<file path="src/rtl/eth_rx_stats.sv">
// Receive-statistics block: tracks RMII frame boundaries, classifies each frame from the
// FCS verdict and firewall output, and keeps selectable counters for display.
module eth_rx_stats #(
    parameter int unsigned CNT_W    = 16,
    parameter bit          SATURATE = 1'b1,
    parameter int unsigned TIMEOUT  = 64
) (
    input  logic        clk,
    input  logic        rst,
    input  logic        axiiv,
    input  logic        fcs_done,
    input  logic        fcs_kill,
    input  logic        fw_axiov,
    input  logic        clear,
    input  logic [2:0]  sel,
    output logic [31:0] stat_out,
    output logic        frame_ok
);

    localparam int unsigned TW = $clog2(TIMEOUT + 1);

    typedef enum logic [1:0] {StIdle, StRx, StTail, StDone} state_e;

    state_e            state_q, state_d;
    logic              axiiv_q, done_q;
    logic [31:0]       dibit_q, dibit_d, dibit_inc, len_src, len32;
    logic              fw_hit_q, fw_hit_d, fw_now;
    logic [TW-1:0]     timer_q, timer_d;
    logic [CNT_W-1:0]  cnt_q [6];
    logic [CNT_W-1:0]  cnt_d [6];
    logic [CNT_W-1:0]  len_fit;
    logic [31:0]       stat_q, stat_d;
    logic              frame_ok_q, frame_ok_d;
    logic              rise, fall, vrd, commit, abort, start;

    function automatic logic [CNT_W-1:0] bump(input logic [CNT_W-1:0] v);
        if (&v) return SATURATE ? v : '0;
        return v + CNT_W'(1);
    endfunction

    always_comb begin
        rise      = axiiv & ~axiiv_q;
        fall      = ~axiiv & axiiv_q;
        vrd       = fcs_done & ~done_q;
        fw_now    = fw_hit_q | fw_axiov;
        dibit_inc = (axiiv && !(&dibit_q)) ? dibit_q + 32'd1 : dibit_q;

        state_d  = state_q;
        dibit_d  = dibit_q;
        fw_hit_d = fw_hit_q;
        timer_d  = timer_q;
        commit   = 1'b0;
        abort    = 1'b0;
        start    = 1'b0;

        unique case (state_q)
            StIdle: begin
                if (rise) start = 1'b1;
            end
            StRx: begin
                dibit_d  = dibit_inc;
                fw_hit_d = fw_now;
                if (vrd) begin
                    commit  = 1'b1;
                    state_d = axiiv ? StDone : StIdle;
                end else if (fall) begin
                    state_d = StTail;
                    timer_d = TW'(TIMEOUT);
                end
            end
            StTail: begin
                fw_hit_d = fw_now;
                timer_d  = timer_q - TW'(1);
                // Expiry is the cycle the timer steps to zero; a verdict there still commits.
                if (vrd) commit = 1'b1;
                else if (rise || timer_q <= TW'(1)) abort = 1'b1;
                if (commit || abort) state_d = StIdle;
                if (rise) start = 1'b1;
            end
            StDone: begin
                if (!axiiv) state_d = StIdle;
            end
            default: state_d = StIdle;
        endcase

        if (start) begin
            state_d  = StRx;
            dibit_d  = 32'd1;
            fw_hit_d = fw_axiov;
        end
    end

    always_comb begin
        // The verdict cycle's own dibit counts when the frame is still on the wire.
        len_src = (state_q == StRx) ? dibit_inc : dibit_q;
        len32   = len_src >> 2;
        if (SATURATE && ((len32 >> CNT_W) != 32'd0)) len_fit = '1;
        else len_fit = len32[CNT_W-1:0];

        cnt_d      = cnt_q;
        frame_ok_d = 1'b0;
        if (clear) begin
            for (int i = 0; i < 6; i++) cnt_d[i] = '0;
        end else begin
            if (commit) begin
                cnt_d[0] = bump(cnt_q[0]);
                if (!fcs_kill) begin
                    cnt_d[1] = bump(cnt_q[1]);
                    if (fw_now) begin
                        cnt_d[3]   = bump(cnt_q[3]);
                        frame_ok_d = 1'b1;
                    end
                end else begin
                    cnt_d[2] = bump(cnt_q[2]);
                end
                cnt_d[5] = len_fit;
            end
            if (abort) cnt_d[4] = bump(cnt_q[4]);
        end

        case (sel)
            3'd0:    stat_d = 32'(cnt_q[0]);
            3'd1:    stat_d = 32'(cnt_q[1]);
            3'd2:    stat_d = 32'(cnt_q[2]);
            3'd3:    stat_d = 32'(cnt_q[3]);
            3'd4:    stat_d = 32'(cnt_q[4]);
            3'd5:    stat_d = 32'(cnt_q[5]);
            default: stat_d = 32'd0;
        endcase
    end

    always_ff @(posedge clk) begin
        if (rst) begin
            state_q    <= StIdle;
            axiiv_q    <= 1'b1;  // ignore a frame already in flight at reset release
            done_q     <= 1'b0;
            dibit_q    <= '0;
            fw_hit_q   <= 1'b0;
            timer_q    <= '0;
            for (int i = 0; i < 6; i++) cnt_q[i] <= '0;
            stat_q     <= '0;
            frame_ok_q <= 1'b0;
        end else begin
            state_q    <= state_d;
            axiiv_q    <= axiiv;
            done_q     <= fcs_done;
            dibit_q    <= dibit_d;
            fw_hit_q   <= fw_hit_d;
            timer_q    <= timer_d;
            cnt_q      <= cnt_d;
            stat_q     <= stat_d;
            frame_ok_q <= frame_ok_d;
        end
    end

    assign stat_out = stat_q;
    assign frame_ok = frame_ok_q;

endmodule

</file>
<file path="config.mk">
export PLATFORM = sky130hd
export DESIGN_NAME = eth_rx_stats
export DESIGN_NICKNAME = d
export VERILOG_FILES = /design/src/rtl/eth_rx_stats.sv
export SDC_FILE = /design/constraint.sdc
export NUM_CORES = 1
export LEC_CHECK = 0
export ABC_AREA = 1
export BUFFER_PORTS_ARGS = -buffer_cell sky130_fd_sc_hd__buf_2
export CAP_MARGIN = 5
export CORE_MARGIN = 2
export CORE_UTILIZATION = 55
export DETAILED_ROUTE_END_ITERATION = 7
export GPL_TIMING_DRIVEN = 1
export PLACE_DENSITY = 0.73
export SLEW_MARGIN = 25
export SYNTH_ARGS = -nofsm -noshare
export SYNTH_HDL_FRONTEND = slang
export SYNTH_SLANG_ARGS = --single-unit
</file>
<file path="constraint.sdc">
create_clock -name clk -period 4.4 [get_ports clk]
set_clock_uncertainty 0.15 [all_clocks]
set_input_delay 0.22 -clock clk [delete_from_list [all_inputs] [get_ports clk]]
set_output_delay 0.22 -clock clk [all_outputs]
set_load 0.05 [all_outputs]
</file>
==> metrics.md <==
| Metric | Value |
|---|---|
| Commonest cells after routing, fill and taps aside | nand2_1, inv_1, nor2_1, dfxtp_1, a21oi_1 |
| # port buffers | 26 |
| Initial core utilization | 0.5605 |
| Post-DRT Antenna Nets | 0 |
| Gates resized, CTS repair | 0 |
| Mux share of post-synthesis cell area | 0 |
| Hpwl dp | around 16,000 µm |
| Tmin final | roughly 3.3 ns |
| RSZ-0062 raised after global routing | no |
| Clock latency on the worst-skew pair | about 0.43 ns |
| First-pass GRT wire length | roughly 37,000 µm |
| Reg-to-reg slack, setup | approximately 1.1 ns |
| Die width | between 100 and 150 µm |
| R2r startpoint | state_q[0]$_SDFFE_PP0P_ |
| # diodes | 0 |
| Synthesized flop and latch total | approximately 160 |
| Class of the worst hold path | in2reg |
| Peak Freq | 0.3024 GHz |
| Tightest Pin Transition | a little under 0.9 ns |
| Final core occ | 0.6162 |
| Clock share of power | 0.428 |
| CP Capture Type | register |
| Die Y | between 100 and 150 µm |
| Mapped Cells | 1,284 |
| Commonest non-fill, non-tap cell in the layout | nand2_1 |
| Largest net degree at the start of global routing | 70 |
| Setup Viol. Count Final | 0 |
| Residual DRC | 0 |
| Worst setup path class | reg2reg |
| Worst Setup EP | cnt_q[93]$_SDFFE_PP0P_ |
| FFs w/ async S/R, synth | 0 |
| Crit. Startpoint | state_q[0]$_SDFFE_PP0P_ |
| Final Cell Area | 9333 µm² |
| Worst reg2reg path depth | 9 |
| Adder-cell share of the synthesized area | 0.02063 |
| Largest cells by area after synthesis | dfxtp_1, nand2_1, inv_1 |
| DR iter-0 viols | 886 |
| # Max-Cap Violations | 0 |
| Crit path required time | 4.60 ns |
| CTS tree | yes |
| LEAKAGE | about 3.2 nW |
| EDFF count, synth | 0 |
| Sw frac | 0.2879 |
| Routed WL per cell | 14.73 µm |
| Worst reg2reg path endpoint | cnt_q[93]$_SDFFE_PP0P_ |
| Fin nets | approximately 1,300 |
| Syn Std Cell Area | around 8500 µm² |
| Unique masters post-synth | slightly below 50 |
| Layout cells sized above 1 | 0.07067 |
| Setup_tns | 0 ns |
| CTS Root Cell | clkbuf_16 |
| Status | finished, final reports clean |
| Post-synthesis compound-gate area fraction | 0.1584 |
| Max Buffers Root-to-Sink | 2 |
| Via count | 8,326 |
| I/O pins | between 40 and 50 |
| CTS buffer count | 17 |
| Syn-to-layout area delta | 9.934% |
| XOR/XNOR Fraction of Synth Area | 0.02889 |
| Worst-path clk slew | 0.06 ns |
| # rows | 45 |
| Core ar. | about 15,000 µm² |
| Arrival @ worst endpoint | roughly 3.5 ns |
| Synth Area in Simple Gates | 0.3088 |
| Die area | 16,450 µm² |
| Grt ovf | 0 |
| Seq/Total Area, Yosys | 0.3702 |
| Pwr per Cell Area | 384.4 nW/µm² |
| Synthesis Warnings | 0 |
| Int Pwr | ~0.0026 W |
| Max FO, Critical Path | 22 |
| Syn Area/Cell | around 6.6 µm² |
| Final Hold Fails | 0 |
| Global Route Usage Sum | 0.2823 |
| Most common flop cell mapped by yosys | dfxtp_1 |
| Power share of the combinational group | 0.146 |
| Flop pwr share | 0.426 |
| H-tree Lvls | 4 |
| Clk sinks | 157 |
| Routability cong. | 0.9782 |
| Switching power total | a little over 0.001 W |
| Final period util | 0.7516 |
| TritonRoute pass-1 iters | 6 |
| Peak VDD IR | about 280 µV |
| DP Area | between 8000 and 9000 µm² |
| Vias in the first global route | 7,461 |
| Synth top area share | 0.3702 |
| Relative slew slack | 0.4045 |
| Final wirelength | roughly 22,000 µm |
| Area leader, netlist | dfxtp_1 |
| Startpoint types | register |
| Max Slew Vio Count | 0 |
| Vias per Instance | 5.536 |
| Worst Hold Slack | 0.04305 ns |
| Initial antenna violation count | 1 |
| Largest family of logic cells by synthesized area | simple AND/OR/NAND/NOR gates |
## sequential cells by signal (all words and copies together) (netlist names)
signal,count
cnt_q,96
dibit_q,32
stat_out,16
timer_q,7
state_q,2
axiiv_q,1
done_q,1
frame_ok,1
fw_hit_q,1
## power groups by stage
stage | registers, W | clock network, W | logic (W)
CTS | 0.00153 | 0.00155 | 0.000516
global placement | 0.00156 | 0 | 0.000503
floorplan | 0.00155 | 0 | 0.000415
finish | 0.00153 | 0.00153 | 0.000525
detailed placement | 0.00156 | 0 | 0.000511
global route | 0.00153 | 0.00162 | 0.000594
## per-layer routing
metal / vias up / share of wire / global-route usage
met5: - / 0.00041 / 0
li1: 4199 / - / -
met4: 2 / 0.023 / 0.08080
met2: 313 / 0.44 / 0.4412
met1: 3767 / 0.47 / 0.3975
met3: 45 / 0.069 / 0.05384
## stage by stage
step,worst slack (ns),total power (W),cells
4_1_cts,1.209,0.003590,1504
3_5_place_dp,1.216,0.002067,1468
6_report,1.093,0.003587,1504
3_3_place_gp,1.281,0.002059,1468
5_1_grt,0.7937,0.003745,1504
2_1_floorplan,2.142,0.001967,1299
## how the worst min path moves through the flow
stage | from | endpoint | slack [ns] | depth (start not counted)
2_1_floorplan | fcs_kill | frame_ok$_SDFF_PP0_ | 0.15 | 1
3_3_place_gp | fcs_done | done_q$_SDFF_PP0_ | 0.29 | 3
3_5_place_dp | fcs_done | done_q$_SDFF_PP0_ | 0.31 | 3
4_1_cts | sel[1] | stat_out[15]$_SDFF_PP0_ | 0.03 | 3
5_1_grt | sel[1] | stat_out[15]$_SDFF_PP0_ | 0.06 | 3
6_report | sel[1] | stat_out[15]$_SDFF_PP0_ | 0.04 | 3
## Yosys cell counts, drive strengths merged, types with 2 or more instances
cell and number:
nand2 275, inv 186, nor2 181, dfxtp 157
a21oi 95, o21ai 82, nand3 56, nor3 48
o22ai 30, nand4 27, clkbuf 25, buf 21
xor2 21, ha 14, a31oi 13, nor4 12
xnor2 7, nor3b 4, o21a 3, o31a 3
or2 3, a221oi 2, and2 2, and3 2
nand3b 2, o221ai 2, o2bb2ai 2
## kinds of logic (layout without fill, tap and decap cells)
group | count (synthesis) | after routing
buf+inv | 233 | 250
simple gates | 613 | 613
xor+xnor | 28 | 28
other cells | 1 | 16
flops | 157 | 157
fa+ha+maj | 14 | 14
compound gates | 238 | 238
## final cells by class
class	count	area (µm²)
Clock buffer	19	452.9
Multi-Input combinational cell	909	4457
Sequential cell	157	3143
Inverter	187	701.9
Tap cell	188	235.2
Timing Repair Buffer	31	177.7
Fill cell	1428	5813
Clock inverter	13	165.2
## what timing repair did
action                                  4_1_cts  5_1_grt
endpoints found under the setup margin        0        0
hold buffers                                  4        0
hold endpoints to repair                      4        0
buffers inserted                              0        0
## critical path, cell delays in order (launching register included)
cell and delay (ns):
dfxtp_1 0.41, inv_1 0.11, ha_1 0.30, nand2_1 0.51, inv_2 0.46, nand2_1 0.25, nor3_1 0.37, nand3_1 0.27
o21ai_0 0.20, nor3b_1 0.19
No activity file was read; power rests on OpenSTA's default activity.
